===== src/rtl/key_debounce.sv =====
// key_debounce: turns a raw, bouncy, active-low DE2 pushbutton into a clean
// debounced level, single-cycle press/release pulses, a wrapping press counter
// and an LED mirror.
// Optional build macro LONG_PRESS_EN adds a one-shot long-press pulse after the
// key has been held LONG_CYCLES cycles; without it long_press is tied to 0.
// The release pulse port is named release_pulse because "release" is a
// reserved word in SystemVerilog.
module key_debounce #(
  parameter int DEBOUNCE_CYCLES = 1000000,
  parameter int CNT_W           = 8,
  parameter int LONG_CYCLES     = 50000000
) (
  input  logic             CLOCK_50,
  input  logic             RESET_N,
  input  logic             KEY,
  output logic             pressed,
  output logic             press,
  output logic             release_pulse,
  output logic [CNT_W-1:0] press_count,
  output logic             LEDG,
  output logic             long_press
);

  localparam int            DW     = $clog2(DEBOUNCE_CYCLES);
  localparam logic [DW-1:0] DB_MAX = DW'(DEBOUNCE_CYCLES - 1);

  // Both counters below rely on at least two cycles of qualification.
  if (DEBOUNCE_CYCLES < 2 || LONG_CYCLES < 2) begin : g_bad_cfg
    $error("key_debounce: DEBOUNCE_CYCLES and LONG_CYCLES must be >= 2");
  end

  typedef enum logic [1:0] {IDLE, ARM_P, PRESSED, ARM_R} state_t;

  state_t             state, state_d;
  logic               s1, s;
  logic [DW-1:0]      cnt, cnt_d;
  logic               pressed_d, press_d, release_d;
  logic [CNT_W-1:0]   press_count_d;

  // Two-flop synchronizer; idles at 1 (released) so reset never looks like a press.
  always_ff @(posedge CLOCK_50 or negedge RESET_N) begin
    if (!RESET_N) begin
      s1 <= 1'b1;
      s  <= 1'b1;
    end else begin
      s1 <= KEY;
      s  <= s1;
    end
  end

  // State register plus registered outputs of the debounce FSM.
  always_ff @(posedge CLOCK_50 or negedge RESET_N) begin
    if (!RESET_N) begin
      state         <= IDLE;
      cnt           <= '0;
      pressed       <= 1'b0;
      press         <= 1'b0;
      release_pulse <= 1'b0;
      press_count   <= '0;
    end else begin
      state         <= state_d;
      cnt           <= cnt_d;
      pressed       <= pressed_d;
      press         <= press_d;
      release_pulse <= release_d;
      press_count   <= press_count_d;
    end
  end

  // Next state: each edge must hold DEBOUNCE_CYCLES+1 synchronized samples to be accepted.
  always_comb begin
    state_d       = state;
    cnt_d         = cnt;
    pressed_d     = pressed;
    press_d       = 1'b0;
    release_d     = 1'b0;
    press_count_d = press_count;
    case (state)
      IDLE: begin
        if (!s) begin
          state_d = ARM_P;
          cnt_d   = '0;
        end
      end
      ARM_P: begin
        if (s) begin
          state_d = IDLE;
        end else if (cnt == DB_MAX) begin
          state_d       = PRESSED;
          press_d       = 1'b1;
          pressed_d     = 1'b1;
          press_count_d = press_count + 1'b1;
        end else begin
          cnt_d = cnt + 1'b1;
        end
      end
      PRESSED: begin
        if (s) begin
          state_d = ARM_R;
          cnt_d   = '0;
        end
      end
      ARM_R: begin
        if (!s) begin
          state_d = PRESSED;
        end else if (cnt == DB_MAX) begin
          state_d   = IDLE;
          release_d = 1'b1;
          pressed_d = 1'b0;
        end else begin
          cnt_d = cnt + 1'b1;
        end
      end
      default: state_d = IDLE;
    endcase
  end

  assign LEDG = pressed;

`ifdef LONG_PRESS_EN
  localparam int            LW     = $clog2(LONG_CYCLES);
  localparam logic [LW-1:0] LP_MAX = LW'(LONG_CYCLES - 1);

  logic [LW-1:0] hold_cnt;
  logic          long_done;

  // Hold timer runs while the key is accepted as held (including release qualification);
  // long_done keeps it to one pulse per accepted press.
  always_ff @(posedge CLOCK_50 or negedge RESET_N) begin
    if (!RESET_N) begin
      hold_cnt   <= '0;
      long_done  <= 1'b0;
      long_press <= 1'b0;
    end else begin
      long_press <= 1'b0;
      case (state)
        IDLE: begin
          hold_cnt  <= '0;
          long_done <= 1'b0;
        end
        ARM_P: hold_cnt <= '0;
        default: begin
          if (hold_cnt == LP_MAX) begin
            if (!long_done) begin
              long_press <= 1'b1;
              long_done  <= 1'b1;
            end
          end else begin
            hold_cnt <= hold_cnt + 1'b1;
          end
        end
      endcase
    end
  end
`else
  assign long_press = 1'b0;
`endif

endmodule

===== config.mk =====
export PLATFORM = sky130hd
export DESIGN_NAME = key_debounce
export DESIGN_NICKNAME = d
export VERILOG_FILES = /design/src/rtl/key_debounce.sv
export SDC_FILE = /design/constraint.sdc
export NUM_CORES = 1
export LEC_CHECK = 0
export BUFFER_PORTS_ARGS = -buffer_cell sky130_fd_sc_hd__buf_4
export CAP_MARGIN = 10
export CORE_MARGIN = 1.5
export CORE_UTILIZATION = 55
export CTS_BUF_LIST = sky130_fd_sc_hd__clkbuf_4
export DETAILED_ROUTE_END_ITERATION = 8
export GPL_TIMING_DRIVEN = 0
export PLACE_DENSITY = 0.76
export SLEW_MARGIN = 25
export SYNTH_ARGS = -nofsm -noshare
export SYNTH_HDL_FRONTEND = slang
export SYNTH_SLANG_ARGS = --single-unit

===== constraint.sdc =====
create_clock -name CLOCK_50 -period 3.4 [get_ports CLOCK_50]
set_input_delay 0 -clock CLOCK_50 [delete_from_list [all_inputs] [get_ports CLOCK_50]]
set_output_delay 0 -clock CLOCK_50 [all_outputs]
set_load 0.05 [all_outputs]

======== Word-level counts from Yosys, hierarchy flattened ========
Index checks and enable logic that the tools add are counted.
operators by class
  eq/ne operators ......................... 12
  bitwise gates (word level) .............. 1
  muxes and demuxes ....................... 23
  $add $sub $neg .......................... 2
  reduce and logical (&&, ||, !) cells .... 6
operators by type and width
  kind                                                 count
  2-to-1 mux 20 bit                                    5
  one-hot mux 20 bit (4 select lines)                  1
  adder 20 x 1 -> 20 bit, second input constant        1
  equality test 20 bit, second input constant          1
  2-to-1 mux 2 bit                                     6
  != test 2 bit, second input constant                 6
  2-to-1 mux 1 bit                                     9
  adder 8 x 1 -> 8 bit, second input constant          1
  one-hot mux 2 bit (4 select lines)                   1
  AND reduction 4 bit                                  2
  != test 3 bit, second input constant                 2
  AND reduction 5 bit                                  1
  equality test 2 bit, second input constant           2
  AND reduction 3 bit                                  1
  equality test 2 x 1 -> 1 bit, second input constant  1
  logical NOT 2 bit                                    1
  one-hot mux 1 bit (2 select lines)                   1
  nonzero test 2 bit                                   1
  NOT 1 bit                                            1
word-level totals
  flip-flop bits (word level) ............. 35
  logic and storage cells ................. 52
  output and inout port bits .............. 13
  input bits .............................. 3

======== Longest topological paths before layout ========
  depth in word-level cells ............... 4
  mapped depth ............................ 7
  mapped depth without buffers ............ 6

======== Worst setup path before layout ========
Ideal clock, no wire load.
  path type ............................... reg-to-reg
  start point ............................. reg cnt[7]
  end point ............................... reg press_count[1]
  stages on the path, launching flop included .. 8
  setup time .............................. 0.125 ns
  arrival ................................. 2.283 ns
  path buffers ............................ 2
  slack ................................... 0.992 ns
  data required time ...................... 3.275 ns
  period minus slack after synthesis ...... 2.408 ns
  cells stage by stage .................... dfrtp_1 > buf_6 > or3b_1 > or4_4 > or2_1 > buf_6 > or3_4 > mux2_4
on the way
  cells in the longest elaborated chain, start to end .. 2
ends and longest elaborated chain
  item                           RTL line  text
  from (decl)                    36        logic [DW-1:0] cnt, cnt_d;
  from (signal assigned)         62        cnt <= cnt_d;
  equality test 20 bit           88        end else if (cnt == DB_MAX) begin
  AND reduction 3 bit (no line)  n/a
  to (signal assigned)           66        press_count <= press_count_d;
  to (decl)                      19        output logic [CNT_W-1:0] press_count,
Every way passes these cells.
A chain may end at the register's enable or synchronous reset.

======== Worst setup path after layout ========
Same ends and word-level chain as after synthesis.

==> impl_results.md <==
- Standby leakage power: 0.932 nW
- Power density normalized to cell area: 341 nW/um^2
- Routed wire length: 4250 um
- Per-instance average area after synthesis: 9.34 sq um
- P&R area growth vs syn: 12.7%
- TritonCTS clock tree: built
- Detailed Routing Iterations Pass 1: 4
- Global-route wire length before repair: 6990 um
- Mapped Cells: 202
- Total routing resource utilization after global routing: 25.6%
- Routability Congestion: 0.865
- Pin count of the biggest net entering global routing: 36
- Nets: 230
- Maximum vdd drop: 0.245 mV
- Vias in the first global route: 1455
- Max-cap violations: 0
- Number of flops mapped to enable cells by yosys: 0
- Routed via count: 1641
- Total standard cell area after synthesis: 1890 sq um
- Post-CTS setup buffer count: 0
- Async SR Flop Fraction: 100%
- Cell count after placement: 262
- Post-Route Skew: 0.0120 ns
- Chip height: 61.6 um
- Register area share after synthesis: 46.6%
- Largest fanout of any net on the critical path: 9
- Status: completed
- Yosys cell types: 50
- Arr. time, crit path: 2.77 ns
- Antenna violations before repair: 0
- DIE AREA: 3790 sq um
- # H-tree levels: 2
- Final setup viols: 0
- Required time at the endpoint of the critical path: 3.65 ns
- Slew at the pin closest to its max-slew limit: 0.519 ns
- Unrepaired setup endpoints after global routing: false
- Time the worst path needs with I/O delays and setup: 2.52 ns
- I/O Buffers: 14
- Clock transition at path regs: 0.12 ns
- Half-perimeter wire length after detailed placement: 3020 um
- Die Span X: 61.6 um
- Inserted Clock Buffers: 5
- Boundary pin count: 16
- Clk sinks: 35
- Critical path launch point type: flop
- Placeable core region: 3310 sq um
- Max Slew Vio Count: 0
- Final cycle utilization of the critical path: 74.0%
- Initial cell density of the core: 57.0%
- Area occupied by multi-input gates: 916 sq um
- Antenna Cells: 0
- Critical path type: reg2reg
- Critical Path Sink Type: flop
- Endpoints failing hold: 0
- Flip-flop and latch count after synthesis: 35
- Number of routed nets with antenna violations: 0
- Routed wire per std cell: 15.6 um
- Count of warnings emitted by yosys: 0
- Layout filler cell count: 295
- Total nets after synthesis: 207
- Worst slew margin: 65.4%
- Post-detailed-route DRC marker count: 0
- Final standard cell count with taps included and fillers excluded: 272
- Worst min-delay path class: in2async
- Share of cells above drive strength 1: 16.8%
- Cell row count: 21
- Fmax: 0.397 GHz
- Clock Root Buffer: sky130_fd_sc_hd__clkbuf_4
- Reg area: 878 sq um
- Total Neg Setup Slack: 0 ns
- Violation count after the first detailed-routing iteration: 140
- Max clock buf depth: 2
- Minimum setup slack after placement: 0.896 ns
- Commonest register cell after synthesis: sky130_fd_sc_hd__dfrtp_1
- Post-detailed-route via-to-cell ratio: 6.03
- Global-route congestion overflow total: 0
- Least setup slack across all paths after layout: 0.883 ns
- Clock latency reported for the late side of the worst-skew pair: 0.35 ns
## final timing paths
| path | from | endpoint | slack, ns | depth (start not counted) |
|---|---|---|---|---|
| setup / recovery | cnt[7] | press_count[1] | 0.88 | 7 |
| hold / removal | RESET_N | press_count[0] | 0.13 | 2 |
| setup reg to reg | cnt[7] | press_count[1] | 0.88 | 7 |
| hold reg to reg | s1 | s | 0.36 | 0 |
| max in group asynchronous | RESET_N | s1 | 2.91 | 2 |
| min in group CLOCK_50 | KEY | s1 | 0.30 | 2 |
## stage by stage
step / utilization (%) / total power (W) / hold WS, ns / instance area, sq um
after floorplan: - / 0.000480 / -0.296 / 1890
after global placement: 61.9 / 0.000499 / -0.0332 / 2050
after detailed placement: 61.9 / 0.000503 / -0.0214 / 2050
after CTS: 64.2 / 0.000733 / 0.141 / 2130
after global routing: 64.2 / 0.000759 / 0.165 / 2130
final: 64.2 / 0.000725 / 0.130 / 2130
## cell usage after synthesis (4+ instances only)
cell                       count  area share, %
sky130_fd_sc_hd__clkbuf_1      8            1.6
sky130_fd_sc_hd__o41ai_1       4            1.9
sky130_fd_sc_hd__xnor2_1       4            1.9
sky130_fd_sc_hd__nand4_1       6            2.0
sky130_fd_sc_hd__nor2_1        9            1.8
sky130_fd_sc_hd__nand2_1      28            5.6
sky130_fd_sc_hd__mux2i_1       6            3.2
sky130_fd_sc_hd__o21ai_0      12            3.2
sky130_fd_sc_hd__xor2_1        5            2.3
sky130_fd_sc_hd__nor3_1        9            2.4
sky130_fd_sc_hd__dfrtp_1      33             44
sky130_fd_sc_hd__a21oi_1       5            1.3
sky130_fd_sc_hd__nand3_1      13            3.4
sky130_fd_sc_hd__nor4_1        6            2.0
sky130_fd_sc_hd__inv_1         4           0.80
## cell type report
cell class | count | share of cell area, %
Sequential cell | 35 | 41.3
Timing Repair Buffer | 16 | 5.88
Clock inverter | 3 | 0.941
Buffer | 14 | 3.65
Inverter | 4 | 0.706
Multi-Input combinational cell | 149 | 43.1
Clock buffer | 5 | 1.76
Tap cell | 46 | 2.71
## logic make-up (layout without fill, tap and decap cells)
family / Yosys count / in the layout / synth area share [%]
compound gates: 33 / 33 / 11.3
xor+xnor: 9 / 9 / 4.18
fa+ha+maj: 2 / 2 / 1.33
buf+inv: 18 / 42 / 4.91
flops: 35 / 35 / 46.6
mux: 7 / 7 / 3.98
other cells: 1 / 1 / 0.199
simple gates: 97 / 97 / 27.6
## flip-flops by register name, indices dropped and copies added, names as in the netlist, named ones only
name           flops
s1                 1
s                  1
press              1
state              1
cnt               20
release_pulse      1
press_count        8
LEDG               1
## report_power, final
group	total (W)	internal, W	switching [W]
combinational	0.0000535	0.0000178	0.0000356
sequential	0.000443	0.000428	0.0000149
clock	0.000229	0.0000789	0.000150
total	0.000725	0.000525	0.000201
## critical path: stages, from the launching register on
cell and delay [ns]:
sky130_fd_sc_hd__dfrtp_1 0.39, sky130_fd_sc_hd__buf_6 0.14, sky130_fd_sc_hd__or3b_1 0.36, sky130_fd_sc_hd__or4_4 0.51
sky130_fd_sc_hd__or2_1 0.23, sky130_fd_sc_hd__buf_6 0.14, sky130_fd_sc_hd__or3_4 0.36, sky130_fd_sc_hd__mux2_4 0.30
## cells in the final DEF (no fill, tap or decap), drive strengths merged, types with 5 or more instances in the layout
cell	n
dfrtp	33
nand2	28
buf	20
nand3	13
o21ai	13
clkbuf	13
nor3	9
nor2	9
nor4	6
nand4	6
mux2i	6
xor2	5
a21oi	5
## what timing repair did
item / CTS / global route
endpoints found under the hold margin: 36 / 0
hold buffers: 2 / 0
resized for setup: 0 / 0
## layer usage
metal	GRT usage (%)	vias up	wire [um]
li1	-	772	-
met1	36.8	810	1870
met2	37.4	54	2040
met3	6.09	5	295
met4	10.0	0	55
met5	0	-	0
No activity file was read; power rests on OpenSTA's default activity.
